File: config.mk
export PLATFORM = sky130hd
export DESIGN_NAME = instr_fetch
export DESIGN_NICKNAME = d
export VERILOG_FILES = /design/src/rtl/instr_fetch.sv
export SDC_FILE = /design/constraint.sdc
export NUM_CORES = 1
export LEC_CHECK = 0
export BUFFER_PORTS_ARGS = -buffer_cell sky130_fd_sc_hd__buf_2
export CAP_MARGIN = 30
export CORE_AREA = 2 2 123 125
export DETAILED_ROUTE_END_ITERATION = 16
export DIE_AREA = 0 0 125 127
export GPL_TIMING_DRIVEN = 0
export HOLD_SLACK_MARGIN = 0.15
export PLACE_DENSITY = 0.62
export SETUP_SLACK_MARGIN = 0.5
export SLEW_MARGIN = 20
export SYNTH_ARGS = -nofsm -noshare
export SYNTH_HDL_FRONTEND = slang
export SYNTH_SLANG_ARGS = --single-unit
File: constraint.sdc
create_clock -name clk -period 2.2 [get_ports clk]
set_input_delay 0.22 -clock clk [delete_from_list [all_inputs] [get_ports clk]]
set_output_delay 0.22 -clock clk [all_outputs]
set_load 0.02 [all_outputs]
File: src/rtl/instr_fetch.sv
// rtl/instr_fetch.sv - fetch stage: owns the PC, one outstanding imem request, instruction register
module instr_fetch #(
    parameter int              N           = 32,
    parameter int              INSTR_WIDTH = 32,
    parameter logic [N-1:0]    RESET_PC    = 32'h0000_0000,
    parameter logic [INSTR_WIDTH-1:0] NOP  = 32'h0000_0013
) (
    input  logic                   clk,
    input  logic                   rst_n,
    output logic                   imem_req,
    output logic [N-1:0]           imem_addr,
    input  logic                   imem_gnt,
    input  logic                   imem_rvalid,
    input  logic [INSTR_WIDTH-1:0] imem_rdata,
    input  logic                   stall,
    input  logic                   redirect,
    input  logic [N-1:0]           redirect_pc,
    output logic [INSTR_WIDTH-1:0] instr,
    output logic [N-1:0]           pc,
    output logic                   instr_valid,
    output logic                   ctrl_override
);

    typedef enum logic [1:0] {
        S_FETCH = 2'd0,
        S_WAIT  = 2'd1,
        S_HOLD  = 2'd2
    } state_t;

    state_t                   state_q, state_d;
    logic [N-1:0]             fetch_pc_q, fetch_pc_d;
    logic                     discard_q, discard_d;
    logic [INSTR_WIDTH-1:0]   instr_q, instr_d;
    logic [N-1:0]             pc_q, pc_d;
    logic                     valid_q, valid_d;

    logic                     req;
    logic                     accept;
    logic                     load;
    logic                     unused_redirect_lsbs;

    assign unused_redirect_lsbs = ^redirect_pc[1:0];

    // A valid instruction held under stall suppresses new requests.
    assign req    = (state_q == S_FETCH) && !(valid_q && stall);
    assign accept = req && imem_gnt;
    assign load   = (state_q == S_WAIT) && imem_rvalid && !discard_q;

    always_comb begin
        state_d    = state_q;
        fetch_pc_d = fetch_pc_q;
        discard_d  = discard_q;
        instr_d    = instr_q;
        pc_d       = pc_q;
        valid_d    = valid_q;

        if (redirect) begin
            instr_d    = NOP;
            valid_d    = 1'b0;
            fetch_pc_d = {redirect_pc[N-1:2], 2'b00};
            // An in-flight request must have its late response dropped.
            if (((state_q == S_WAIT) && !imem_rvalid) || accept) begin
                state_d   = S_WAIT;
                discard_d = 1'b1;
            end else begin
                state_d   = S_FETCH;
                discard_d = 1'b0;
            end
        end else begin
            case (state_q)
                S_FETCH: begin
                    if (accept) begin
                        state_d = S_WAIT;
                    end
                end
                S_WAIT: begin
                    if (imem_rvalid) begin
                        if (discard_q) begin
                            discard_d = 1'b0;
                            state_d   = S_FETCH;
                        end else begin
                            state_d = stall ? S_HOLD : S_FETCH;
                        end
                    end
                end
                S_HOLD: begin
                    if (!stall) begin
                        state_d = S_FETCH;
                    end
                end
                default: state_d = S_FETCH;
            endcase

            if (load) begin
                instr_d    = imem_rdata;
                pc_d       = fetch_pc_q;
                valid_d    = 1'b1;
                fetch_pc_d = fetch_pc_q + N'(4);
            end else if (valid_q && !stall) begin
                instr_d = NOP;
                valid_d = 1'b0;
            end
        end
    end

    always_ff @(posedge clk) begin
        if (!rst_n) begin
            state_q    <= S_FETCH;
            fetch_pc_q <= RESET_PC;
            discard_q  <= 1'b0;
            instr_q    <= NOP;
            pc_q       <= RESET_PC;
            valid_q    <= 1'b0;
        end else begin
            state_q    <= state_d;
            fetch_pc_q <= fetch_pc_d;
            discard_q  <= discard_d;
            instr_q    <= instr_d;
            pc_q       <= pc_d;
            valid_q    <= valid_d;
        end
    end

    assign imem_req      = req;
    assign imem_addr     = fetch_pc_q;
    assign instr         = instr_q;
    assign pc            = pc_q;
    assign instr_valid   = valid_q;
    assign ctrl_override = ~valid_q;

endmodule

==> impl_metrics.yaml <==
routing:
  vias: 4845
  first_iter_violations: 280
  finalWirelength_mm: 15.6
  ant_nets: 0
  wl_per_cell_um: 16.4
  vias_per_cell: 5.09
  remaining_drc_errors: 0
  dr.pass1.iters: 5
placement:
  gp_congestion: 0.841
  postPlaceCellArea_um2: 5370
  numPortBuffers: 161
  dp_slack_ns: 0.0799
  dp_hpwl_mm: 10.7
  post-place-cells: 871
pwr:
  powerDensity_nw_per_um2: 629
  power.leakage_nw: 2.66
  vdd_drop_max_uv: 367
logic_synthesis:
  async_reset_ff_frac: 0
  synthTopCellsByArea: "dfxtp_1 45%, nand2_1 7.5%, a22oi_1 5.1%, a21oi_1 4.6%, nor2_1 3.8%"
  yosys.cell_types.count: 59
  synth_top_area_share: 0.449
  ys_seq_area_frac: 0.449
  synth_edf_count: 0
  ys.flop_type: "dfxtp_1"
  synth_seq_cells: 96
  netlist_area_um2: 4280
  ys_warn_count: 0
  yosys.area.top_type: "dfxtp_1"
  synthCells: 523
  syn_avg_cell_area_um2: 8.19
critical_path:
  crit_chain: "nand4bb_4 -> or3_1 -> buf_6 -> or4_1 -> a31oi_1"
  critPathCapture: "imem_addr[15]$_SDFFE_PN0P_"
  ff2ff_setup_slack_ns: 0.41
  worstPathArrival_ns: 2.07
  worstSetupStartpointType: "flip-flop"
  cp_max_fo: 5
  critPathKind: "flip-flop to flip-flop"
  r2r_cells: 5
  end_kind: "flip-flop"
  critical_path.startpoint: "discard_q$_SDFFE_PN0P_"
  worstPathRequired_ns: 2.47
  timing.rr.start: "discard_q$_SDFFE_PN0P_"
  max_stage_delay_ns: 0.40
  r2r_end: "imem_addr[15]$_SDFFE_PN0P_"
  crit_slowest_cell: "or4_1"
min_path:
  hp-class: "input pin to flip-flop"
clocking:
  numCtsBuffers: 9
  clk_latency_ns: 0.35
  h-tree-depth: 3
  clk_pin_slew_ns: 0.07
  cts_num_sinks: 96
  cts_max_path_buffers: 2
  cts_tree: "yes"
  cts_root_buf: "clkbuf_16"
global_route:
  grtUsageMet1: 0.234
  grt_max_degree: 15
  grtUsageTotal: 0.190
  grt_busiest_layer: "met2"
  antenna_found_initial: 0
  grt_pass1_vias: 4605
  grt_pass1_wl_mm: 24.1
  met2_usage: 0.322
  overflow: 0
  grt_util_met3: 0.0578
run_status:
  status: "finished, final reports clean"
sta:
  period_minus_slack_ns: 1.79
  grt_setup_unrepaired: "yes"
  worstMarginPinSlew_ns: 0.645
  slew_violations: 0
  period_share: 0.815
  slew-limit-headroom: 0.570
  final_hold_viol_count: 0
  timing.final.ws_setup_ns: 0.408
  tns_ns: 0
  max_freq_mhz: 558
  clock_skew_ns: 0.00880
  setup_viol: 0
die:
  die_h_um: 127
  ios: 169
  die_area_um2: 15900
  row_count: 44
  initial_core_util: 0.297
  core_um2: 14400
  die_w_um: 125
flow_run:
  max_cap_violations: 0
cells_and_area:
  finalNonFillerCells: 951
  utilization: 0.448
  fin_area_um2: 6460
  syn_to_final_growth_pct: 50.9
  nets: 834
  antenna_cells: 0
  layout-drive-gt1-share: 0.351
  nFillCells: 1454
## kinds of logic (layout without fill, tap and decap cells)
group	Yosys count	count (layout)	share of synthesized area
AND/OR/NAND/NOR	226	226	0.269
other	1	4	0.000876
multiplexers	2	2	0.00497
XOR/XNOR	8	8	0.0164
flip-flops	96	96	0.449
buffers and inverters	50	291	0.0479
adder cells (fa/ha/maj)	1	1	0.00292
AO/OA/AOI/OAI	139	139	0.209
## how the worst min path moves through the flow
stage,from,cells past startpoint,endpoint
final,redirect_pc[15],3,imem_addr[15]$_SDFFE_PN0P_
after CTS,redirect_pc[11],3,imem_addr[11]$_SDFFE_PN0P_
after detailed placement,pc[10]$_SDFFE_PN0P_,2,pc[10]$_SDFFE_PN0P_
after floorplan,stall,2,state_q[1]$_SDFFE_PN0P_
after global routing,redirect_pc[15],3,imem_addr[15]$_SDFFE_PN0P_
after global placement,pc[6]$_SDFFE_PN0P_,2,pc[6]$_SDFFE_PN0P_
## worst max-delay path: cells and delay by family (launching register included)
kind | cells | cell delay [ns]
simple gates | 3 | 1.06
compound gates | 1 | 0.17
buf+inv | 1 | 0.13
flops | 1 | 0.36
## layout by cell type, fill, tap and decap left out, types with 4 or more instances in the layout
cell type      instances
dfxtp_4               11
nor2_1                43
nor4_1                 5
nand4_1               10
o31ai_1                5
or3_1                  4
and4_1                 5
a22oi_1               29
xor2_1                 5
buf_4                 26
nand3_1               13
nor4_2                 4
dfxtp_1               69
nor2b_1                5
nand2b_1               6
dfxtp_2               16
a21oi_1               39
inv_1                  9
clkbuf_1              20
a211oi_1               7
o21ai_0               26
and3_1                 7
conb_1                 4
clkbuf_2               8
or4_1                  5
buf_2                165
a31oi_1                9
nor3_1                 7
dlygate4sd3_1         44
nand2_1               84
a311oi_1               5
clkbuf_16              9
## cells in the mapped netlist (2+ instances only)
cell / count
and3_1: 7
o211a_1: 2
nor2b_1: 5
a31oi_1: 9
a311oi_1: 5
or3_1: 4
o22ai_1: 3
o311a_1: 2
nor4_1: 10
a21oi_1: 39
a22oi_1: 29
o31ai_1: 5
dfxtp_1: 96
nand2b_1: 6
nor2_1: 43
clkbuf_1: 32
nor3b_1: 3
or4_1: 7
nand2_1: 86
nand3_1: 17
nor3_1: 8
a211oi_1: 7
xor2_1: 5
o21ai_0: 26
buf_2: 2
and4_1: 6
o2111ai_1: 2
xnor2_1: 3
buf_4: 4
buf_1: 2
nor4b_1: 2
inv_1: 9
nand4_1: 10
a41oi_1: 2
## report_power, final
group / internal [mW] / switching, mW / leakage (nW) / total, mW
sequential: 1.80 / 0.0898 / 0.794 / 1.89
clock: 0.907 / 0.692 / 0.139 / 1.60
combinational: 0.254 / 0.325 / 1.73 / 0.579
## flip-flops by register name, indices dropped and copies added, names as in the netlist
signal and count:
pc 30, discard_q 1, instr 32, state_q 2, instr_valid 1, imem_addr 30
## cell type report
cell class	count	area, µm²	share of cell area
buffer	40	203	0.0314
clock buffer	12	246	0.0381
clock inverter	3	42.5	0.00658
inverter	10	37.5	0.00581
multi-input combinational	380	2310	0.358
sequential	96	1980	0.307
tap	184	230	0.0356
timing repair buffer	226	1410	0.218
## per-stage QoR
| step | hold WS (ns) | total power [mW] |
|---|---|---|
| 2_1_floorplan | 0.348 | 2.18 |
| 3_5_place_dp | 0.445 | 2.40 |
| 6_report | 0.167 | 4.06 |
| 4_1_cts | 0.154 | 4.08 |
| 5_1_grt | 0.162 | 4.24 |
| 3_3_place_gp | 0.443 | 2.40 |
## layer usage
metal,vias up,share of wire,wire length (µm)
li1,2382,-,-
met4,0,0.014,214
met3,19,0.078,1210
met2,177,0.47,7390
met5,-,0,0
met1,2267,0.43,6780
## timing repair
action,4_1_cts,5_1_grt
setup buffers,18,3
setup endpoints to repair,87,75
hold buffers,44,0
resized for setup,35,42
pin swaps,13,7
hold endpoints to repair,45,0
(Power assumes the default switching activity.)
